$ cat config.mk
export PLATFORM = sky130hd
export DESIGN_NAME = period_readout_serializer
export DESIGN_NICKNAME = d
export VERILOG_FILES = /design/src/rtl/period_readout_serializer_pkg.sv /design/src/rtl/period_readout_serializer_capture_bank.sv /design/src/rtl/period_readout_serializer.sv
export SDC_FILE = /design/constraint.sdc
export NUM_CORES = 1
export LEC_CHECK = 0
export BUFFER_PORTS_ARGS = -buffer_cell sky130_fd_sc_hd__buf_2
export CAP_MARGIN = 20
export CORE_ASPECT_RATIO = 0.9
export CORE_MARGIN = 8
export CORE_UTILIZATION = 30
export DETAILED_ROUTE_END_ITERATION = 8
export PLACE_DENSITY = 0.44
export SLEW_MARGIN = 20
export SYNTH_ARGS = -nofsm -noshare
export SYNTH_HDL_FRONTEND = slang
export SYNTH_HIERARCHICAL = 1
export SYNTH_SLANG_ARGS = --single-unit
$ cat constraint.sdc
create_clock -name CLK -period 2.8 [get_ports CLK]
set_clock_uncertainty 0.05 [all_clocks]
set_input_delay 0.28 -clock CLK [delete_from_list [all_inputs] [get_ports CLK]]
set_output_delay 0.28 -clock CLK [all_outputs]
set_load 0.05 [all_outputs]
$ cat src/rtl/period_readout_serializer_pkg.sv
// Shared types and width helpers for the period readout path.
package period_readout_serializer_pkg;

  typedef enum logic [1:0] {
    ST_IDLE  = 2'd0,
    ST_LOAD  = 2'd1,
    ST_SHIFT = 2'd2,
    ST_FIN   = 2'd3
  } state_e;

  function automatic int word_bits(input int counter_bits);
    return counter_bits + 1;
  endfunction

  function automatic int total_bits(input int channels, input int counter_bits);
    return channels * (counter_bits + 1);
  endfunction

endpackage

$ cat src/rtl/period_readout_serializer_capture_bank.sv
// Per-channel period capture registers with valid flags; a new pulse wins over the frame-load clear.
module period_capture_bank #(
  parameter int CHANNELS     = 8,
  parameter int COUNTER_BITS = 15
) (
  input  logic                             clk_i,
  input  logic                             rst_i,
  input  logic [CHANNELS*COUNTER_BITS-1:0] period_i,
  input  logic [CHANNELS-1:0]              pulse_i,
  input  logic                             clr_i,
  output logic [CHANNELS*COUNTER_BITS-1:0] cap_o,
  output logic [CHANNELS-1:0]              vld_o
);

  logic [CHANNELS*COUNTER_BITS-1:0] cap_q, cap_d;
  logic [CHANNELS-1:0]              vld_q, vld_d;

  always_comb begin
    cap_d = cap_q;
    vld_d = clr_i ? '0 : vld_q;
    for (int unsigned i = 0; i < CHANNELS; i++) begin
      if (pulse_i[i]) begin
        cap_d[i*COUNTER_BITS +: COUNTER_BITS] = period_i[i*COUNTER_BITS +: COUNTER_BITS];
        vld_d[i] = 1'b1;
      end
    end
  end

  always_ff @(posedge clk_i) begin
    if (rst_i) begin
      cap_q <= '0;
      vld_q <= '0;
    end else begin
      cap_q <= cap_d;
      vld_q <= vld_d;
    end
  end

  assign cap_o = cap_q;
  assign vld_o = vld_q;

endmodule

$ cat src/rtl/period_readout_serializer.sv
// Captures per-channel periods and serializes {valid, period} words, channel 0 first, MSB first.
module period_readout_serializer
  import period_readout_serializer_pkg::*;
#(
  parameter int CHANNELS     = 8,
  parameter int COUNTER_BITS = 15
) (
  input  logic                             CLK,
  input  logic                             RST,
  input  logic [CHANNELS*COUNTER_BITS-1:0] PERIOD_IN,
  input  logic [CHANNELS-1:0]              PULSE_IN,
  input  logic                             START,
  input  logic                             SHIFT_EN,
  output logic                             SOUT,
  output logic                             SVALID,
  output logic                             SFRAME,
  output logic                             BUSY,
  output logic                             DONE
);

  localparam int WORD_BITS  = word_bits(COUNTER_BITS);
  localparam int TOTAL_BITS = total_bits(CHANNELS, COUNTER_BITS);
  localparam int CNT_W      = $clog2(TOTAL_BITS + 1);

  state_e                           state_q, state_d;
  logic [TOTAL_BITS-1:0]            sbuf_q, sbuf_d;
  logic [CNT_W-1:0]                 cnt_q, cnt_d;
  logic [TOTAL_BITS-1:0]            load_word;
  logic [CHANNELS*COUNTER_BITS-1:0] cap;
  logic [CHANNELS-1:0]              vld;

  period_capture_bank #(
    .CHANNELS    (CHANNELS),
    .COUNTER_BITS(COUNTER_BITS)
  ) u_bank (
    .clk_i   (CLK),
    .rst_i   (RST),
    .period_i(PERIOD_IN),
    .pulse_i (PULSE_IN),
    .clr_i   (state_q == ST_LOAD),
    .cap_o   (cap),
    .vld_o   (vld)
  );

  // Channel 0 occupies the top word so it leaves the buffer first.
  always_comb begin
    load_word = '0;
    for (int unsigned i = 0; i < CHANNELS; i++) begin
      load_word[TOTAL_BITS-1-i*WORD_BITS -: WORD_BITS] = {vld[i], cap[i*COUNTER_BITS +: COUNTER_BITS]};
    end
  end

  always_comb begin
    state_d = state_q;
    sbuf_d  = sbuf_q;
    cnt_d   = cnt_q;
    unique case (state_q)
      ST_IDLE: begin
        if (START) state_d = ST_LOAD;
      end
      ST_LOAD: begin
        sbuf_d  = load_word;
        cnt_d   = '0;
        state_d = ST_SHIFT;
      end
      ST_SHIFT: begin
        if (SHIFT_EN) begin
          sbuf_d = sbuf_q << 1;
          cnt_d  = cnt_q + CNT_W'(1);
          if (cnt_q == CNT_W'(TOTAL_BITS - 1)) state_d = ST_FIN;
        end
      end
      ST_FIN: begin
        state_d = ST_IDLE;
      end
      default: state_d = ST_IDLE;
    endcase
  end

  always_ff @(posedge CLK) begin
    if (RST) begin
      state_q <= ST_IDLE;
      sbuf_q  <= '0;
      cnt_q   <= '0;
    end else begin
      state_q <= state_d;
      sbuf_q  <= sbuf_d;
      cnt_q   <= cnt_d;
    end
  end

  assign SVALID = (state_q == ST_SHIFT);
  assign SOUT   = SVALID & sbuf_q[TOTAL_BITS-1];
  assign SFRAME = SVALID && ((cnt_q % CNT_W'(WORD_BITS)) == '0);
  assign BUSY   = (state_q == ST_LOAD) || (state_q == ST_SHIFT);
  assign DONE   = (state_q == ST_FIN);

endmodule

# Word-level counts from Yosys, hierarchy flattened
# Index checks and enable logic that the tools add are counted.
[totals] reg_bits=266 out_inout_bits=5
[classes] addsub=1 n_eq_ne=7 muxes=17 bitwise_logic=1 n_reduce_logical=15
[op_table] cell="$pmux 128 s2" count=1
[op_table] cell="$mux 128" count=1
[op_table] cell="$reduce_bool 2->1" count=9
[op_table] cell="$mux 8" count=2
[op_table] cell="$pmux 8 s2" count=1
[op_table] cell="$add 8x1->8 const B" count=1
[op_table] cell="$eq 8x7->1 const B" count=1
[op_table] cell="$logic_not 8->1" count=1
[op_table] cell="$mux 1" count=8
[op_table] cell="$pmux 2 s4" count=1
[op_table] cell="$mux 2" count=3
[op_table] cell="$eq 2x2->1 const B" count=2
[op_table] cell="$ne 2x2->1 const B" count=2
[op_table] cell="$reduce_and 3->1" count=1
[op_table] cell="$eq 2x1->1 const B" count=1
[op_table] cell="$logic_not 2->1" count=1
[op_table] cell="$ne 2x1->1 const B" count=1
[op_table] cell="$reduce_and 2->1" count=1
[op_table] cell="$and 1x1->1" count=1
[op_table] cell="$logic_and 1x1->1" count=1
[op_table] cell="$logic_or 1x1->1" count=1

# Longest topological paths before layout
[depth] word_depth=4 mapped_depth=7 mapped_depth_nobuf=5

# Hierarchy
# The synthesis kept the hierarchy.
[by_module_without_submodules] module="period_readout_serializer" n_inst=1 cells_each=639 area_per_inst_um2=6157.2 seq_area_each_um2=2762.6
[by_module_without_submodules] module="period_capture_bank" n_inst=1 cells_each=422 area_per_inst_um2=4654.5 seq_area_each_um2=2562.5

# Least setup slack after synthesis
# Ideal clock, no wire load.
[synth_path] path_kind="register to output" startpoint="register state_q[0]" endpoint="output port SFRAME" arrival_time_ns=2.519 required_ns=2.470 setup_slack_ns=-0.049 path_stages_with_launch=7 n_path_buf=2 path_cell_list="dfxtp_1 inv_1 ha_1 buf_2 buf_2 nand2_1 nor3_1"
[synth_between] elab_chain_len=2
[synth_lines] item="start: declaration" line="period_readout_serializer.sv:25" text="state_e state_q, state_d;"
[synth_lines] item="start signal: assignment" line="period_readout_serializer.sv:86" text="state_q <= state_d;"
[synth_lines] item="$eq 2x2->1" line="period_readout_serializer.sv:92" text="assign SVALID = (state_q == ST_SHIFT);"
[synth_lines] item="named net SVALID" line="period_readout_serializer.sv:15" text="output logic SVALID,"
[synth_lines] item="$logic_and 1x1->1" line="period_readout_serializer.sv:94" text="assign SFRAME = SVALID && ((cnt_q % CNT_W'(WORD_BITS)) == '0);"
[synth_lines] item="end: declaration" line="period_readout_serializer.sv:16" text="output logic SFRAME,"
# The timed path passes the listed nets, and every way through them passes these cells.

# Worst setup path after layout
[layout_path] startpoint="register state_q[0]" endpoint="output port SFRAME"
[layout_between] elab_chain_len=2
[layout_lines] item="$eq 2x2->1" line="period_readout_serializer.sv:92"
[layout_lines] item="$logic_and 1x1->1" line="period_readout_serializer.sv:94"
# Every way passes these cells.

==> metrics.txt <==
Yosys top cell by area dfxtp_1; max-cap violation count 0; TNS Setup 0 ns; total CTS buffers 31; Setup Viol. Count Final 0; Async SR Flop Fraction 0%; Synth Flop Type dfxtp_1; pin count of the biggest net entering global routing 158; Post-DP HPWL 14600 um; worst-path cell chain inv_1 -> ha_4 -> buf_16 -> nand2_1 -> nor3_2 -> buf_2; synth top area cells dfxtp_1 49%, mux2i_1 23%, a211oi_1 9.0%; area delta synth->final 28.3%; Clk pwr share 29.2%; fin crit period 2.49 ns; fraction of layout cells with a size suffix above 1 15.1%; arrival time worst endpoint 2.16 ns; vias in the first global route 7958; Sw Pwr 4.34 mW; Crit-path slowest cell dfxtp_1; Skew-Pair Late Insertion Delay 0.56 ns; Crit Path Class reg -> out; Reg area 5330 sq um; CP required 2.47 ns; fin crit share 88.8%; Critical Path Sink Type output port; synth warn 6; core box area 35800 sq um; Worst Setup SP state_q[0]; min-delay src SHIFT_EN; Post-Syn Area 10800 sq um; vias 7955; Lkg Pwr 5.44 nW; Avg Cell Area, Syn 10.2 sq um; post-synth top area share 49.3%; GRT Residual Overflow 0; initial antenna violation count 0; FF+latch count, synth 266; EDFF count, synth 0; Starting Density 30.2%; multi-input logic area 4870 sq um; Peak VDD IR 664 uV; via/cell ratio 4.49; Fin Hold WS 0.0670 ns; Die ar. 42400 sq um; per-cell routed wire length 14.3 um; pwr/cell area 944 nW/um^2; Slew Viols, Final 0; Post-CTS Setup Inserts 0; H-tree levels 1; DRC viols 0; WL final 25400 um; hold crit path type in -> reg; Int Pwr 8.76 mW; Post-Syn Instances 1061; clock sinks 266; Slew headroom 33.7%; Sw Share 33.1%; nets 1410; Longest Clk Path Bufs 3; commonest cells in the netlist 266 x dfxtp_1, 250 x nor2_1, 248 x mux2i_1, 129 x a211oi_1, 39 x buf_2; CTS root buffer clkbuf_16; RD Place Congestion 0.650; worst slew pin tran 0.995 ns; post-route ant nets 0; Horiz. Die Dim 216 um; register area share after synthesis 49.3%; first-pass GRT wire length 41900 um; clock slew at reported path FFs 0.06 ns; max incr delay on CP 0.34 ns; Vert. Die Dim 196 um; RSZ-0062 raised after global routing no; most common cell in the synthesized netlist dfxtp_1; Net Count, Synth 1199; Ports 137; Hold Fails Final Rpt 0; CP Max Fanout 42; fill count 3579; Max Clock Freq 0.402 GHz; register share of total power 40.7%; Netlist cell types 36; combinational share of power 30.2%; row count 66; Global Route Usage Sum 11.6%; initial DRC count 410; outcome complete, no violations; TritonCTS clock tree done; port bufs 136; ant diodes 0; R2R Path Start state_q[0]; Startpoint Class flop; Pre-antenna DRT Iters 4
## cell type report
type / instances / area share [%]
multi-input combinational: 692 / 35.1
clock inverter: 7 / 0.334
timing repair buffer: 267 / 14.9
sequential: 266 / 38.4
clock buffer: 48 / 6.63
tap: 476 / 4.29
inverter: 14 / 0.379
## cell usage in the layout, fill, tap and decap left out, types with 2 or more instances in the layout
cell           instances
dlygate4sd3_1        120
ha_1                   5
dfxtp_1              266
o31ai_1                4
buf_12                 4
inv_1                 14
nor2_1               250
buf_2                135
clkinv_2               3
nand4_1                2
nand2_1                3
clkbuf_16             32
a21oi_1               16
mux2i_1              248
nand2b_1               9
or4_1                  4
clkinvlp_4             3
buf_4                  5
clkbuf_1               9
nand3_1                2
o21ai_0                2
clkbuf_8               9
a32oi_1                2
a211oi_1             129
## power groups by stage
stage	Sequential [mW]	Combinational [mW]	Clock [mW]
global route	5.46	4.43	4.14
global placement	5.40	3.76	0
CTS	5.33	3.97	3.99
finish	5.33	3.95	3.82
floorplan	5.26	3.18	0
detailed placement	5.40	3.83	0
## worst paths after layout
path | endpoint | slack [ns] | cells past startpoint
min reg2reg | u_bank/vld_o[5] | 0.42 | 2
max | SFRAME | 0.31 | 6
min | cnt_q[2] | 0.07 | 3
max reg2reg | sbuf_q[125] | 0.49 | 6
## sequential cells by signal, summed over array words and instances, names as in the netlist
name / cells
sbuf_q: 128
u_bank/cap_o: 120
cnt_q: 8
u_bank/vld_o: 8
state_q: 2
## layer usage
layer,track usage (%),wire [um],share of wire [%],vias to the layer above
met5,0,0,0,-
met4,3.23,583,2.3,0
met3,2.46,979,3.9,33
met2,17.8,10900,43,123
met1,16.2,12900,51,3636
li1,-,-,-,4163
## logic make-up after synthesis
logic type | after synthesis | synth area share, %
compound gates | 158 | 10.6
simple gates | 279 | 10.4
fa+ha+maj | 6 | 0.694
flops | 266 | 49.3
mux | 249 | 23.1
buf+inv | 103 | 5.99
## per-stage QoR
step | worst slack (ns) | cell area [sq um] | instances | util, % | total power, mW
after floorplan | 0.370 | 10800 | 1061 | - | 8.43
after global placement | 0.497 | 11700 | 1594 | 32.6 | 9.16
after detailed placement | 0.448 | 11700 | 1594 | 32.6 | 9.23
after CTS | 0.0519 | 13800 | 1769 | 38.6 | 13.3
after global routing | 0.141 | 13900 | 1770 | 38.7 | 14.0
final | 0.315 | 13900 | 1770 | 38.7 | 13.1
## critical path: cells and delay by family, from the launching register on
kind                       cells  cell delay, ns
DFF                            1            0.34
and+or+nand+nor                2            0.25
adders and majority gates      1            0.22
buffers and inverters          3            0.78
## repair_timing
item                                    in CTS  in global routing
endpoints found under the setup margin       0                  1
hold endpoints to repair                   120                  0
gates resized for setup                      0                  1
hold buffers                               120                  0
Power figures use the tool's default switching activity.
